===== src/rtl/ps2_dev_pkg.sv =====
// ps2_dev_pkg: shared FSM encoding, frame constants and parity helper for the PS/2 device generator
package ps2_dev_pkg;
  typedef enum logic [2:0] {IDLE, START, DATA, PARITY, STOP, GAP} state_e;
  localparam int PS2_FRAME_BITS = 11;
  function automatic logic odd_par(input logic [7:0] d);
    return ~^d;
  endfunction
endpackage


===== src/rtl/ps2_dev_fifo.sv =====
// ps2_dev_fifo: synchronous FIFO with head peek and occupancy count; pointers carry a wrap bit
module ps2_dev_fifo #(
  parameter int DATA_W = 8,
  parameter int DEPTH  = 8
) (
  input  logic                     clk_i,
  input  logic                     rst_i,
  input  logic                     push_i,
  input  logic [DATA_W-1:0]        din_i,
  input  logic                     pop_i,
  output logic [DATA_W-1:0]        head_o,
  output logic [$clog2(DEPTH):0]   cnt_o,
  output logic                     full_o,
  output logic                     empty_o
);
  localparam int AW = $clog2(DEPTH);
  logic [AW:0] wr_q, wr_d, rd_q, rd_d;
  logic [DATA_W-1:0] mem_q [DEPTH];
  logic do_push, do_pop;
  always_comb begin
    full_o  = wr_q[AW] != rd_q[AW] && wr_q[AW-1:0] == rd_q[AW-1:0];
    empty_o = wr_q == rd_q;
    do_push = push_i && !full_o;
    do_pop  = pop_i && !empty_o;
    wr_d    = do_push ? wr_q + 1'b1 : wr_q;
    rd_d    = do_pop ? rd_q + 1'b1 : rd_q;
    cnt_o   = wr_q - rd_q;
    head_o  = mem_q[rd_q[AW-1:0]];
  end
  always_ff @(posedge clk_i or posedge rst_i) begin
    if (rst_i) begin
      wr_q <= '0;
      rd_q <= '0;
    end else begin
      wr_q <= wr_d;
      rd_q <= rd_d;
    end
  end
  always_ff @(posedge clk_i) begin
    if (do_push) mem_q[wr_q[AW-1:0]] <= din_i;
  end
endmodule


===== src/rtl/ps2_dev_gen.sv =====
// ps2_dev_gen: PS/2 device-side frame generator serialising queued scan codes, honouring host inhibit.
// Define PS2_DEV_PARERR_EN to add parerr_i, which inverts the parity bit of the next frame to reach PARITY.
module ps2_dev_gen
  import ps2_dev_pkg::*;
#(
  parameter int CLK_DIV    = 8,
  parameter int FIFO_DEPTH = 8,
  parameter int GAP_CYC    = 64
) (
  input  logic                        clk_i,
  input  logic                        rst_i,
`ifdef PS2_DEV_PARERR_EN
  input  logic                        parerr_i,
`endif
  input  logic [7:0]                  code_i,
  input  logic                        code_valid_i,
  output logic                        code_ready_o,
  input  logic                        ps2_clk_i,
  output logic                        ps2_clk_o,
  output logic                        ps2_dat_o,
  output logic                        busy_o,
  output logic [$clog2(FIFO_DEPTH):0] fifo_cnt_o,
  output logic                        frame_done_o
);
  localparam int DW = (CLK_DIV > 1) ? $clog2(CLK_DIV) : 1;
  localparam int GW = $clog2(GAP_CYC + 1);
  state_e state_q, state_d;
  logic [DW-1:0] div_q, div_d;
  logic [3:0] pos_q, pos_d;
  logic [GW-1:0] gap_q, gap_d;
  logic [1:0] sync_q, sync_d;
  logic phase_q, phase_d;
  logic [7:0] head;
  logic [2:0] dbit;
  logic empty, full, inh, in_frame, div_last, bit_end, gap_last, abort, pop, par_flip;
  ps2_dev_fifo #(.DATA_W(8), .DEPTH(FIFO_DEPTH)) u_fifo (
    .clk_i   (clk_i),
    .rst_i   (rst_i),
    .push_i  (code_valid_i),
    .din_i   (code_i),
    .pop_i   (pop),
    .head_o  (head),
    .cnt_o   (fifo_cnt_o),
    .full_o  (full),
    .empty_o (empty)
  );
  // phase_q=0 is the released (high) half of a bit, 1 the driven-low half; pos_q is the frame bit index
  always_comb begin
    sync_d   = {sync_q[0], ps2_clk_i};
    inh      = !sync_q[1];
    in_frame = state_q inside {START, DATA, PARITY, STOP};
    div_last = div_q == DW'(CLK_DIV - 1);
    bit_end  = in_frame && phase_q && div_last;
    gap_last = gap_q == GW'(GAP_CYC - 1);
    abort    = inh && !phase_q && state_q inside {START, DATA, PARITY};
    pop      = state_q == STOP && bit_end;
    dbit     = pos_q[2:0] - 3'd1;
    state_d  = state_q;
    div_d    = div_q;
    phase_d  = phase_q;
    pos_d    = pos_q;
    gap_d    = gap_q;
    case (state_q)
      IDLE: state_d = (!empty && !inh) ? START : IDLE;
      GAP: begin
        gap_d   = gap_last ? '0 : gap_q + 1'b1;
        state_d = gap_last ? IDLE : GAP;
      end
      default: begin
        div_d   = div_last ? '0 : div_q + 1'b1;
        phase_d = phase_q ^ div_last;
        pos_d   = bit_end ? pos_q + 1'b1 : pos_q;
        if (bit_end)
          state_d = state_q == START ? DATA :
                    state_q == DATA  ? (pos_q == 4'(PS2_FRAME_BITS - 3) ? PARITY : DATA) :
                    state_q == PARITY ? STOP : GAP;
        if (abort || pop) begin
          state_d = GAP;
          div_d   = '0;
          phase_d = 1'b0;
          pos_d   = '0;
        end
      end
    endcase
    code_ready_o = !full;
    busy_o       = in_frame;
    frame_done_o = pop;
    ps2_clk_o    = !(in_frame && phase_q);
    ps2_dat_o    = state_q == START  ? 1'b0 :
                   state_q == DATA   ? head[dbit] :
                   state_q == PARITY ? odd_par(head) ^ par_flip : 1'b1;
  end
  always_ff @(posedge clk_i or posedge rst_i) begin
    if (rst_i) begin
      state_q <= IDLE;
      div_q   <= '0;
      phase_q <= 1'b0;
      pos_q   <= '0;
      gap_q   <= '0;
      sync_q  <= 2'b11;
    end else begin
      state_q <= state_d;
      div_q   <= div_d;
      phase_q <= phase_d;
      pos_q   <= pos_d;
      gap_q   <= gap_d;
      sync_q  <= sync_d;
    end
  end
`ifdef PS2_DEV_PARERR_EN
  // perr_q stays armed across aborts; perr_use_q marks the frame that actually carried the bad parity
  logic perr_q, perr_d, perr_use_q, perr_use_d;
  always_comb begin
    perr_d     = parerr_i || (perr_q && !(pop && perr_use_q));
    perr_use_d = (state_q == DATA && state_d == PARITY) ? perr_q : (in_frame && perr_use_q);
  end
  always_ff @(posedge clk_i or posedge rst_i) begin
    if (rst_i) begin
      perr_q     <= 1'b0;
      perr_use_q <= 1'b0;
    end else begin
      perr_q     <= perr_d;
      perr_use_q <= perr_use_d;
    end
  end
  assign par_flip = perr_use_q;
`else
  assign par_flip = 1'b0;
`endif
endmodule


===== config.mk =====
export PLATFORM = sky130hd
export DESIGN_NAME = ps2_dev_gen
export DESIGN_NICKNAME = d
export VERILOG_FILES = /design/src/rtl/ps2_dev_pkg.sv /design/src/rtl/ps2_dev_fifo.sv /design/src/rtl/ps2_dev_gen.sv
export SDC_FILE = /design/constraint.sdc
export NUM_CORES = 1
export LEC_CHECK = 0
export ABC_AREA = 1
export BUFFER_PORTS_ARGS = -buffer_cell sky130_fd_sc_hd__clkbuf_2
export CAP_MARGIN = 15
export CORE_MARGIN = 2
export CORE_UTILIZATION = 50
export CTS_BUF_LIST = sky130_fd_sc_hd__clkbuf_8
export CTS_CLUSTER_DIAMETER = 120
export DETAILED_ROUTE_END_ITERATION = 8
export PLACE_DENSITY = 0.77
export SYNTH_ARGS = -nofsm -noshare
export SYNTH_HDL_FRONTEND = slang
export SYNTH_SLANG_ARGS = --single-unit

===== constraint.sdc =====
create_clock -name clk_i -period 2.2 [get_ports clk_i]
set_input_delay 0.11 -clock clk_i [delete_from_list [all_inputs] [get_ports clk_i]]
set_output_delay 0.11 -clock clk_i [all_outputs]
set_load 0.005 [all_outputs]

==> metrics.yaml, run 1 <==
status:
  status: "complete, but fails checks"
  violations: "negative setup slack"
routing:
  ant_nets: 0
  wl_um: 10650
  drtIter0Drc: 231
  vias: 3649
  dr_wl_met3_um: 678
  viasPerCell: 5.125
  met2RoutedLength_um: 5301
  wl_per_cell_um: 14.96
  drcViolationCount: 0
  firstDrtPassIters: 7
  met1_length_um: 4224
  top_layer: "met4"
floorplan:
  rows: 35
  core_area_um2: 9284
  dieHeight_um: 101.9
  floorplan.die.width_um: 101.9
  ios: 21
  die_area_um2: 10390
  initial_utilization: 0.5164
clock_tree:
  cts_max_level: 3
  cts_buffer_depth: 2
  root_buffer: "clkbuf_8"
  cts_tree: "done"
  clk_pin_slew_ps: 100
  clock_latency_ps: 370
  numClockSinks: 92
  numCtsBuffers: 9
cells_and_area:
  final_util: 0.6027
  syn_to_final_growth_pct: 16.70
  drive_gt1_frac: 0.2247
  final_common_cell: "nand2_1"
  diodes: 0
  ff_latch_area_um2: 2626
  nets: 602
  fill_cells: 773
  final_cell_mix: "nand2_1 (160), inv_1 (91), edfxtp_1 (64)"
  multi_input_area_um2: 1844
  layout.cells.non_filler: 712
timing:
  rsz0062_at_grt: "yes"
  min_period_over_period: 1.068
  worstMarginPinSlew_ps: 513.8
  setup_viol: 1
  drv_slew: 0
  max-slew-margin-rel: 0.6562
  max_freq_mhz: 425.6
  fin_ws_ps: -149.5
  hold_viol: 0
  period_needed_ps: 2350
  finalClockSkew_ps: 7.520
synthesis:
  seq_area_frac_synth: 0.5475
  synth_edf_count: 64
  synth_nets: 559
  ys_ff_latch: 92
  synthCells: 535
  synth_cell_type_count: 34
  syn_area_per_cell_um2: 8.962
  synth_flop_cell: "edfxtp_1"
  syn-cell-area_um2: 4795
  ys_warn_count: 0
  async_reset_ff_frac: 0.3043
worst_setup_path:
  startpoint_type: "flop"
  end_kind: "output pin"
  r2r_cells: 10
  cp_slowest_cell: "dfrtp_2"
  required_ps: 2090
  critical_path_class: "reg2out"
  rr_startpoint: "u_fifo.rd_q[0]"
  cp-startpoint: "u_fifo.rd_q[0]"
  crit_end: "ps2_dat_o"
  rrSetupSlack_ps: 90
  cpMostUsedCell: "nand2_1"
  timing.rr.end: "u_fifo.mem_q[0][7]"
  crit_chain: "buf_12 > buf_8 > nand2_1 > nand3_2 > nand2_1 > nand2_1 > nand2_2 > nand2_1 > nand3_1 > nand3_1 > nand3_1 > nand2_1 > nor2_2 > buf_2"
  critPathMaxStageDelay_ps: 500
  cp_data_arrival_time_ps: 2240
  path_max_fanout: 5
place:
  port_buffers: 20
  place_inst: 685
  gp_congestion: 0.8816
  dp_hpwl_um: 6425
run:
  drv_cap: 0
pwr:
  p_clk_frac: 0.156
  swShare: 0.4345
  leakagePower_nw: 2.662
  pwr-share-seq: 0.362
  ir_drop_mv: 0.6448
  switchingPower_mw: 2.975
  comb_power_share: 0.482
  power_density_nw_per_um2: 1224
  internal-power_mw: 3.873
global_routing:
  overflow: 0
  antenna_found_initial: 0
  grt_pass1_vias: 3410
  grtUsageTotal: 0.2068
  grt_pass1_wl_um: 16280
  grt_max_degree: 29
worst_hold_path:
  min-delay-path-class: "in2reg"
critical path, delay by kind of cell, from the launching register on:
kind | cells | cell delay (ps)
DFF | 1 | 500
and+or+nand+nor | 11 | 920
buffers and inverters | 3 | 440
metal layers:
metal,vias to the layer above,global-route usage
met1,1688,0.2492
met3,37,0.04446
met5,-,0
met2,149,0.3456
met4,0,0.1159
li1,1775,-
flip-flops by register name, indices dropped and copies added (netlist names):
name,count
state_q,3
u_fifo.mem_q,64
phase_q,1
div_q,3
gap_q,7
u_fifo.wr_q,4
u_fifo.rd_q,4
sync_q,2
pos_q,4
cells in the mapped netlist (2+ instances only):
master / n / area share
a21oi_1: 6 / 0.0063
buf_2: 3 / 0.0031
buf_4: 3 / 0.0047
buf_6: 7 / 0.016
dfrtp_1: 26 / 0.14
dfstp_2: 2 / 0.011
edfxtp_1: 64 / 0.40
ha_1: 11 / 0.029
inv_1: 90 / 0.070
inv_4: 2 / 0.0026
inv_6: 2 / 0.0037
nand2_1: 183 / 0.14
nand2_2: 7 / 0.0091
nand2_4: 2 / 0.0047
nand3_1: 58 / 0.061
nand3_2: 7 / 0.015
nand3b_1: 2 / 0.0031
nor2_1: 17 / 0.013
nor2_2: 2 / 0.0026
nor2_4: 2 / 0.0047
o21ai_0: 12 / 0.013
o22ai_1: 3 / 0.0039
xnor2_1: 4 / 0.0073
xor2_1: 10 / 0.018
through the flow:
stage	TNS (ps)	worst slack [ps]	hold WS (ps)	total power, mW	instance area (µm²)
3_3_place_gp	0	181.8	169.0	5.140	5060
2_1_floorplan	-5108	-92.29	114.5	4.561	4797
3_5_place_dp	0	126.8	177.5	5.272	5060
5_1_grt	-1314	-281.7	26.72	7.338	5595
4_1_cts	-130.2	-130.2	6.021	6.480	5340
6_report	-149.5	-149.5	17.85	6.848	5595
cell type report:
type,instances,share of cell area
Inverter,95,0.07021
Timing Repair inverter,3,0.006932
Multi-Input combinational cell,335,0.3296
Timing Repair Buffer,42,0.06239
Clock inverter,7,0.01051
Sequential cell,92,0.4694
Tap cell,129,0.02885
Clock buffer,9,0.02214
power by group through the flow:
| stage | clock [mW] | sequential [mW] | combinational [mW] |
|---|---|---|---|
| final | 1.07 | 2.48 | 3.30 |
| after global routing | 1.16 | 2.52 | 3.66 |
| after CTS | 1.09 | 2.46 | 2.93 |
| after detailed placement | 0 | 2.49 | 2.78 |
| after global placement | 0 | 2.48 | 2.66 |
| after floorplan | 0 | 2.44 | 2.12 |
how the worst min path moves through the flow:
stage,startpoint,to,cells after the start,slack [ps]
after floorplan,ps2_clk_i,sync_q[0],0,110
after global placement,rst_i,gap_q[2],3,170
after detailed placement,rst_i,u_fifo.wr_q[1],3,180
after CTS,code_i[3],u_fifo.mem_q[0][3],1,6
after global routing,code_i[3],u_fifo.mem_q[6][3],1,30
final,code_i[3],u_fifo.mem_q[0][3],1,20
cell families (layout without fill, tap and decap cells):
logic type | after synthesis | after routing | synth area share
and+or+nand+nor | 285 | 285 | 0.2646
buffers and inverters | 108 | 156 | 0.1018
DFF | 92 | 92 | 0.5475
AOI/OAI and AO/OA | 24 | 24 | 0.02766
xor gates and xnor gates | 14 | 14 | 0.02557
adders and majority gates | 12 | 12 | 0.03288
what timing repair did:
| item | 4_1_cts | 5_1_grt |
|---|---|---|
| endpoints found under the hold margin | 27 | 0 |
| buffers inserted | 2 | 3 |
| hold buffers | 2 | 0 |
| gates resized for setup | 8 | 51 |
| pin swaps | 1 | 27 |
| gates cloned | 2 | 4 |
| endpoints found under the setup margin | 1 | 1 |
(Power assumes the default switching activity.)
==> inputs of run 2 (changes only) <==
SETUP_SLACK_MARGIN = 0.02   (was not set)
==> run 2 against run 1 <==
Design area unchanged. Critical endpoint unchanged. Routed wire length up 0.32%. Hold slack got worse by 1.3 ps. Largest cell class unchanged. Clock skew increased by 1.0 ps. Via count is 0.60% higher. Largest power group unchanged. Clock-buffer cell count unchanged. The run still ends with negative setup slack left. Flip-flop and latch count unchanged. Critical path depth unchanged. Critical path type unchanged. Setup slack worse by 3.7 ps. Power up 0.18%.
==> metrics.yaml, run 2 (synthesized netlist as in run 1, its figures left out) <==
status:
  status: "complete, but fails checks"
  violations: "negative setup slack"
worst_hold_path:
  min-delay-path-class: "in2reg"
routing:
  viasPerCell: 5.156
  drtIter0Drc: 247
  wl_per_cell_um: 15.01
  firstDrtPassIters: 5
  drcViolationCount: 0
  vias: 3671
  ant_nets: 0
  wl_um: 10690
clock_tree:
  clock_latency_ps: 370
  numClockSinks: 92
  numCtsBuffers: 9
  clk_pin_slew_ps: 100
  cts_tree: "done"
  cts_buffer_depth: 2
  root_buffer: "clkbuf_8"
  cts_max_level: 3
timing:
  max_freq_mhz: 424.9
  period_needed_ps: 2353
  worstMarginPinSlew_ps: 509.4
  rsz0062_at_grt: "yes"
  finalClockSkew_ps: 8.520
  hold_viol: 0
  min_period_over_period: 1.070
  setup_viol: 1
  drv_slew: 0
  fin_ws_ps: -153.3
  max-slew-margin-rel: 0.6591
cells_and_area:
  syn_to_final_growth_pct: 16.70
  nets: 602
  final_cell_mix: "nand2_1 (160), inv_1 (91), edfxtp_1 (64)"
  drive_gt1_frac: 0.2247
  fill_cells: 773
  layout.cells.non_filler: 712
  final_util: 0.6027
  largest_reg_flops: 64
  diodes: 0
  final_common_cell: "nand2_1"
global_routing:
  overflow: 0
  grt_pass1_vias: 3410
  grtUsageTotal: 0.2068
  antenna_found_initial: 0
  grt_pass1_wl_um: 16280
  grt_max_degree: 29
pwr:
  ir_drop_mv: 0.6471
  power_density_nw_per_um2: 1226
  leakagePower_nw: 2.662
floorplan:
  dieHeight_um: 101.9
  rows: 35
  core_area_um2: 9284
  floorplan.die.width_um: 101.9
  die_area_um2: 10390
  initial_utilization: 0.5164
  ios: 21
place:
  dp_hpwl_um: 6425
  place_inst: 685
  port_buffers: 20
  gp_congestion: 0.8816
worst_setup_path:
  cp_top_family: "simple AND/OR/NAND/NOR gates"
  startpoint_type: "flop"
  path_max_fanout: 5
  end_kind: "output pin"
  required_ps: 2090
  rrSetupSlack_ps: 90
  cpMostUsedCell: "nand2_1"
  critical_path_class: "reg2out"
  cp_data_arrival_time_ps: 2240
  crit_chain: "buf_12 > buf_8 > nand2_2 > nand3_2 > nand3_1 > nand2_2 > nand2_1 > nand2_1 > nand2_1 > nand2_1 > nor2_1 > nor2_1 > nor2_2 > buf_2"
  cp_slowest_cell: "dfrtp_2"
  crit_buf_inv: 3
  critPathMaxStageDelay_ps: 500
run:
  drv_cap: 0
run 2: area by class of cell:
cell class	instances	area, µm²	share of cell area
sequential	92	2626	0.4694
multi-input combinational	335	1844	0.3296
inverter	95	392.9	0.07021
timing repair buffer	42	349.1	0.06239
tap	129	161.4	0.02885
clock buffer	9	123.9	0.02214
clock inverter	7	58.81	0.01051
timing repair inverter	3	38.79	0.006932
run 2: timing repair:
item / 4_1_cts / 5_1_grt
hold buffers: 2 / 0
hold endpoints to repair: 27 / 0
buffers inserted: 2 / 3
pin swaps: 1 / 27
resized for setup: 8 / 51
gates cloned: 2 / 4
setup endpoints to repair: 1 / 13
run 2: worst reg2reg max path, stage by stage (launching register included):
cell and delay [ps]:
dfrtp_2 500, buf_4 160, ha_1 270, inv_1 70
nor2_1 50, nand2_1 80, nand2_1 80, inv_1 120
nand2_1 130, nor2_1 110, buf_4 220
run 2: routing by layer:
metal	part of all wire	wire, µm	global-route usage	vias to the layer above
li1	-	-	-	1774
met1	0.39	4197	0.2492	1701
met2	0.50	5370	0.3456	161
met3	0.067	720	0.04446	35
met4	0.037	399	0.1159	0
met5	0	0	0	-
run 2: path summary, 6_finish.rpt:
| check | from | end | cells past startpoint |
|---|---|---|---|
| max | u_fifo.rd_q[0] | ps2_dat_o | 14 |
| min | code_i[3] | u_fifo.mem_q[0][3] | 1 |
| max reg2reg | u_fifo.rd_q[0] | u_fifo.mem_q[0][7] | 10 |
| min reg2reg | sync_q[0] | sync_q[1] | 0 |
| max in group asynchronous | rst_i | sync_q[1] | 4 |
| min in group asynchronous | rst_i | gap_q[2] | 4 |
run 2: power breakdown:
group	switching (mW)	total, mW	leakage (nW)	internal, mW
Sequential	0.249	2.48	0.930	2.23
Combinational	2.09	3.31	1.64	1.21
Clock	0.644	1.07	0.0915	0.430
run 2: per-stage QoR:
stage	cell area (µm²)	hold slack (ps)	worst slack (ps)	power (mW)	setup TNS (ps)
floorplan	4797	114.5	-92.29	4.561	-5108
global placement	5060	169.0	181.8	5.140	0
detailed placement	5060	177.5	126.8	5.272	0
CTS	5340	6.021	-130.2	6.480	-130.2
global route	5595	26.72	-281.7	7.338	-1267
finish	5595	16.52	-153.3	6.860	-153.3
==> inputs of run 3 (changes only) <==
SYNTH_HIERARCHICAL = 1   (was not set)
==> run 3 against run 2 <==
The run still ends with negative setup slack left. Utilization decreased by 2.8 points. Design area decreased by 4.6%. Clock-buffer cell count unchanged. Highest routed layer unchanged. Setup slack improved by 96 ps. Register-to-register slack improved by 140 ps.
==> metrics.yaml, run 3 <==
routing:
  wl_per_cell_um: 12.63
  ant_nets: 0
  drcViolationCount: 0
  viasPerCell: 4.921
  wl_um: 9292
  vias: 3622
  drtIter0Drc: 250
  firstDrtPassIters: 5
synthesis:
  synthTopCellsByArea: "edfxtp_1 (40%), nand2_1 (17%), dfrtp_1 (13%), inv_1 (7.9%), nand3_1 (6.2%)"
  ys_warn_count: 6
  synthCells: 570
  synth.most_common_cell: "nand2_1"
  synth_flop_cell: "edfxtp_1"
  syn-cell-area_um2: 4825
  ys_ff_latch: 92
  async_reset_ff_frac: 0.3043
  synth_nets: 594
  synthTopCellsByCount: "nand2_1 (214), inv_1 (102), edfxtp_1 (64)"
  yosys.area.top_type_share: 0.3983
  syn_area_per_cell_um2: 8.464
  synth_cell_type_count: 28
  seq_area_frac_synth: 0.5441
  synth_edf_count: 64
  synth_area_leader_cell: "edfxtp_1"
global_routing:
  grt_pass1_wl_um: 16250
  antenna_found_initial: 0
  grt_max_degree: 34
  grtUsageTotal: 0.2005
  overflow: 0
  grt_pass1_vias: 3561
floorplan:
  initial_utilization: 0.5197
  dieHeight_um: 102.2
  core_area_um2: 9284
  floorplan.die.width_um: 102.2
  ios: 21
  rows: 35
  die_area_um2: 10450
worst_setup_path:
  startpoint_type: "flop"
  cp_data_arrival_time_ps: 2150
  end_kind: "output pin"
  critical_path_class: "reg2out"
  required_ps: 2090
  r2r_cells: 8
  path_max_fanout: 32
cells_and_area:
  nets: 627
  final_cell_area_um2: 5336
  syn_to_final_growth_pct: 10.61
  final_common_cell: "nand2_1"
  final_cell_mix: "nand2_1 (209), inv_1 (102), edfxtp_1 (64)"
  drive_gt1_frac: 0.1301
  largest_reg_flops: 64
  diodes: 0
timing:
  timing.hold.ws_ps: 44.35
  drv_slew: 0
  hold_viol: 0
  max-slew-margin-rel: 0.5032
  setup_viol: 1
  worstMarginPinSlew_ps: 744.4
  min_period_over_period: 1.026
  fin_ws_ps: -57.69
  rsz0062_at_grt: "yes"
  finalClockSkew_ps: 10.17
  period_needed_ps: 2258
  setup_tns_ps: -57.69
  max_freq_mhz: 442.9
place:
  dpl-instance-area_um2: 5084
  port_buffers: 20
  gp_congestion: 0.8492
  dp_hpwl_um: 6604
run:
  drv_cap: 0
status:
  violations: "negative setup slack"
  status: "complete, but fails checks"
clock_tree:
  clock_latency_ps: 360
  numClockSinks: 92
  numCtsBuffers: 9
  root_buffer: "clkbuf_8"
  cts_setup_buffers: 0
  cts_buffer_depth: 2
  clk_pin_slew_ps: 90
  cts_max_level: 3
  cts_tree: "done"
worst_hold_path:
  min-delay-path-class: "in2reg"
  hold_depth: 1
pwr:
  leakagePower_nw: 2.663
  power_density_nw_per_um2: 1003
  ir_drop_mv: 0.4293
==> run 3: changes by cell type in the layout (fill, tap and decap cells not counted), sizes merged, moves of 2 or more <==
| cell | delta |
|---|---|
| o21ai | -5 |
| nand4 | +5 |
| inv | +11 |
| xor2 | -4 |
| nand2 | +29 |
| nor3 | -2 |
| buf | -6 |
| nor2 | +3 |
==> run 3: cell type report <==
type	count	area (µm²)
Clock buffer	9	123.9
Clock inverter	6	72.57
Fill cell	824	3948
Inverter	111	424.2
Multi-Input combinational cell	354	1698
Sequential cell	92	2626
Tap cell	129	161.4
Timing Repair Buffer	35	230.2
==> run 3: cell families after synthesis <==
group                    Yosys count  share of synthesized area
AND/OR/NAND/NOR                  317                     0.2819
buffers and inverters            124                     0.1076
flip-flops                        92                     0.5441
AO/OA/AOI/OAI                     16                    0.01738
adder cells (fa/ha/maj)           12                    0.03268
XOR/XNOR                           9                    0.01634
==> run 3: metal layers <==
layer  global-route usage  share of wire  up-vias
met2               0.3350           0.49       84
li1                     -              -     1843
met1               0.2579           0.45     1678
met4              0.07692          0.019        0
met5                    0              0        -
met3              0.04241          0.044       17
==> run 3: through the flow <==
stage	cells	utilization	worst slack, ps	power, mW
floorplan	570	-	152.7	3.754
global placement	719	0.5476	211.9	4.117
detailed placement	719	0.5476	188.2	4.216
CTS	736	0.5748	-49.86	5.397
global route	736	0.5748	-340.7	5.817
finish	736	0.5748	-57.69	5.352
==> run 3: timing repair <==
action	CTS	global route
hold buffers	2	0
setup endpoints to repair	1	1
resized for setup	12	0
hold endpoints to repair	27	0
==> run 3: path summary, 6_finish.rpt <==
kind | endpoint | startpoint | slack [ps]
worst min-delay path | u_fifo/mem_q[1][6] | code_i[6] | 40
min in group asynchronous | u_fifo/rd_q[3] | rst_i | 250
worst min register to register | sync_q[1] | sync_q[0] | 380
worst max-delay path | ps2_dat_o | u_fifo/rd_q[0] | -60
max in group asynchronous | div_q[2] | rst_i | 1310
worst max register to register | u_fifo/mem_q[4][4] | u_fifo/rd_q[1] | 230
==> run 3: critical path: stages, from the launching register on <==
cell      delay [ps]
dfrtp_2          460
buf_12           210
nand2_1           70
nand3_1          110
nand2_1           80
nand2_2           70
nand2_2           70
inv_1             70
nand2_1           50
nand2_1           80
nand2_1           60
nand2_1           50
nand3_1           60
nand2_1           60
nor2_1            40
nor2_1           100
clkbuf_2         130
==> run 3: power breakdown <==
group	leakage, nW	internal [mW]	total (mW)	switching [mW]
sequential	0.940	2.16	2.38	0.222
clock	0.0982	0.534	1.15	0.612
combinational	1.62	0.656	1.82	1.16
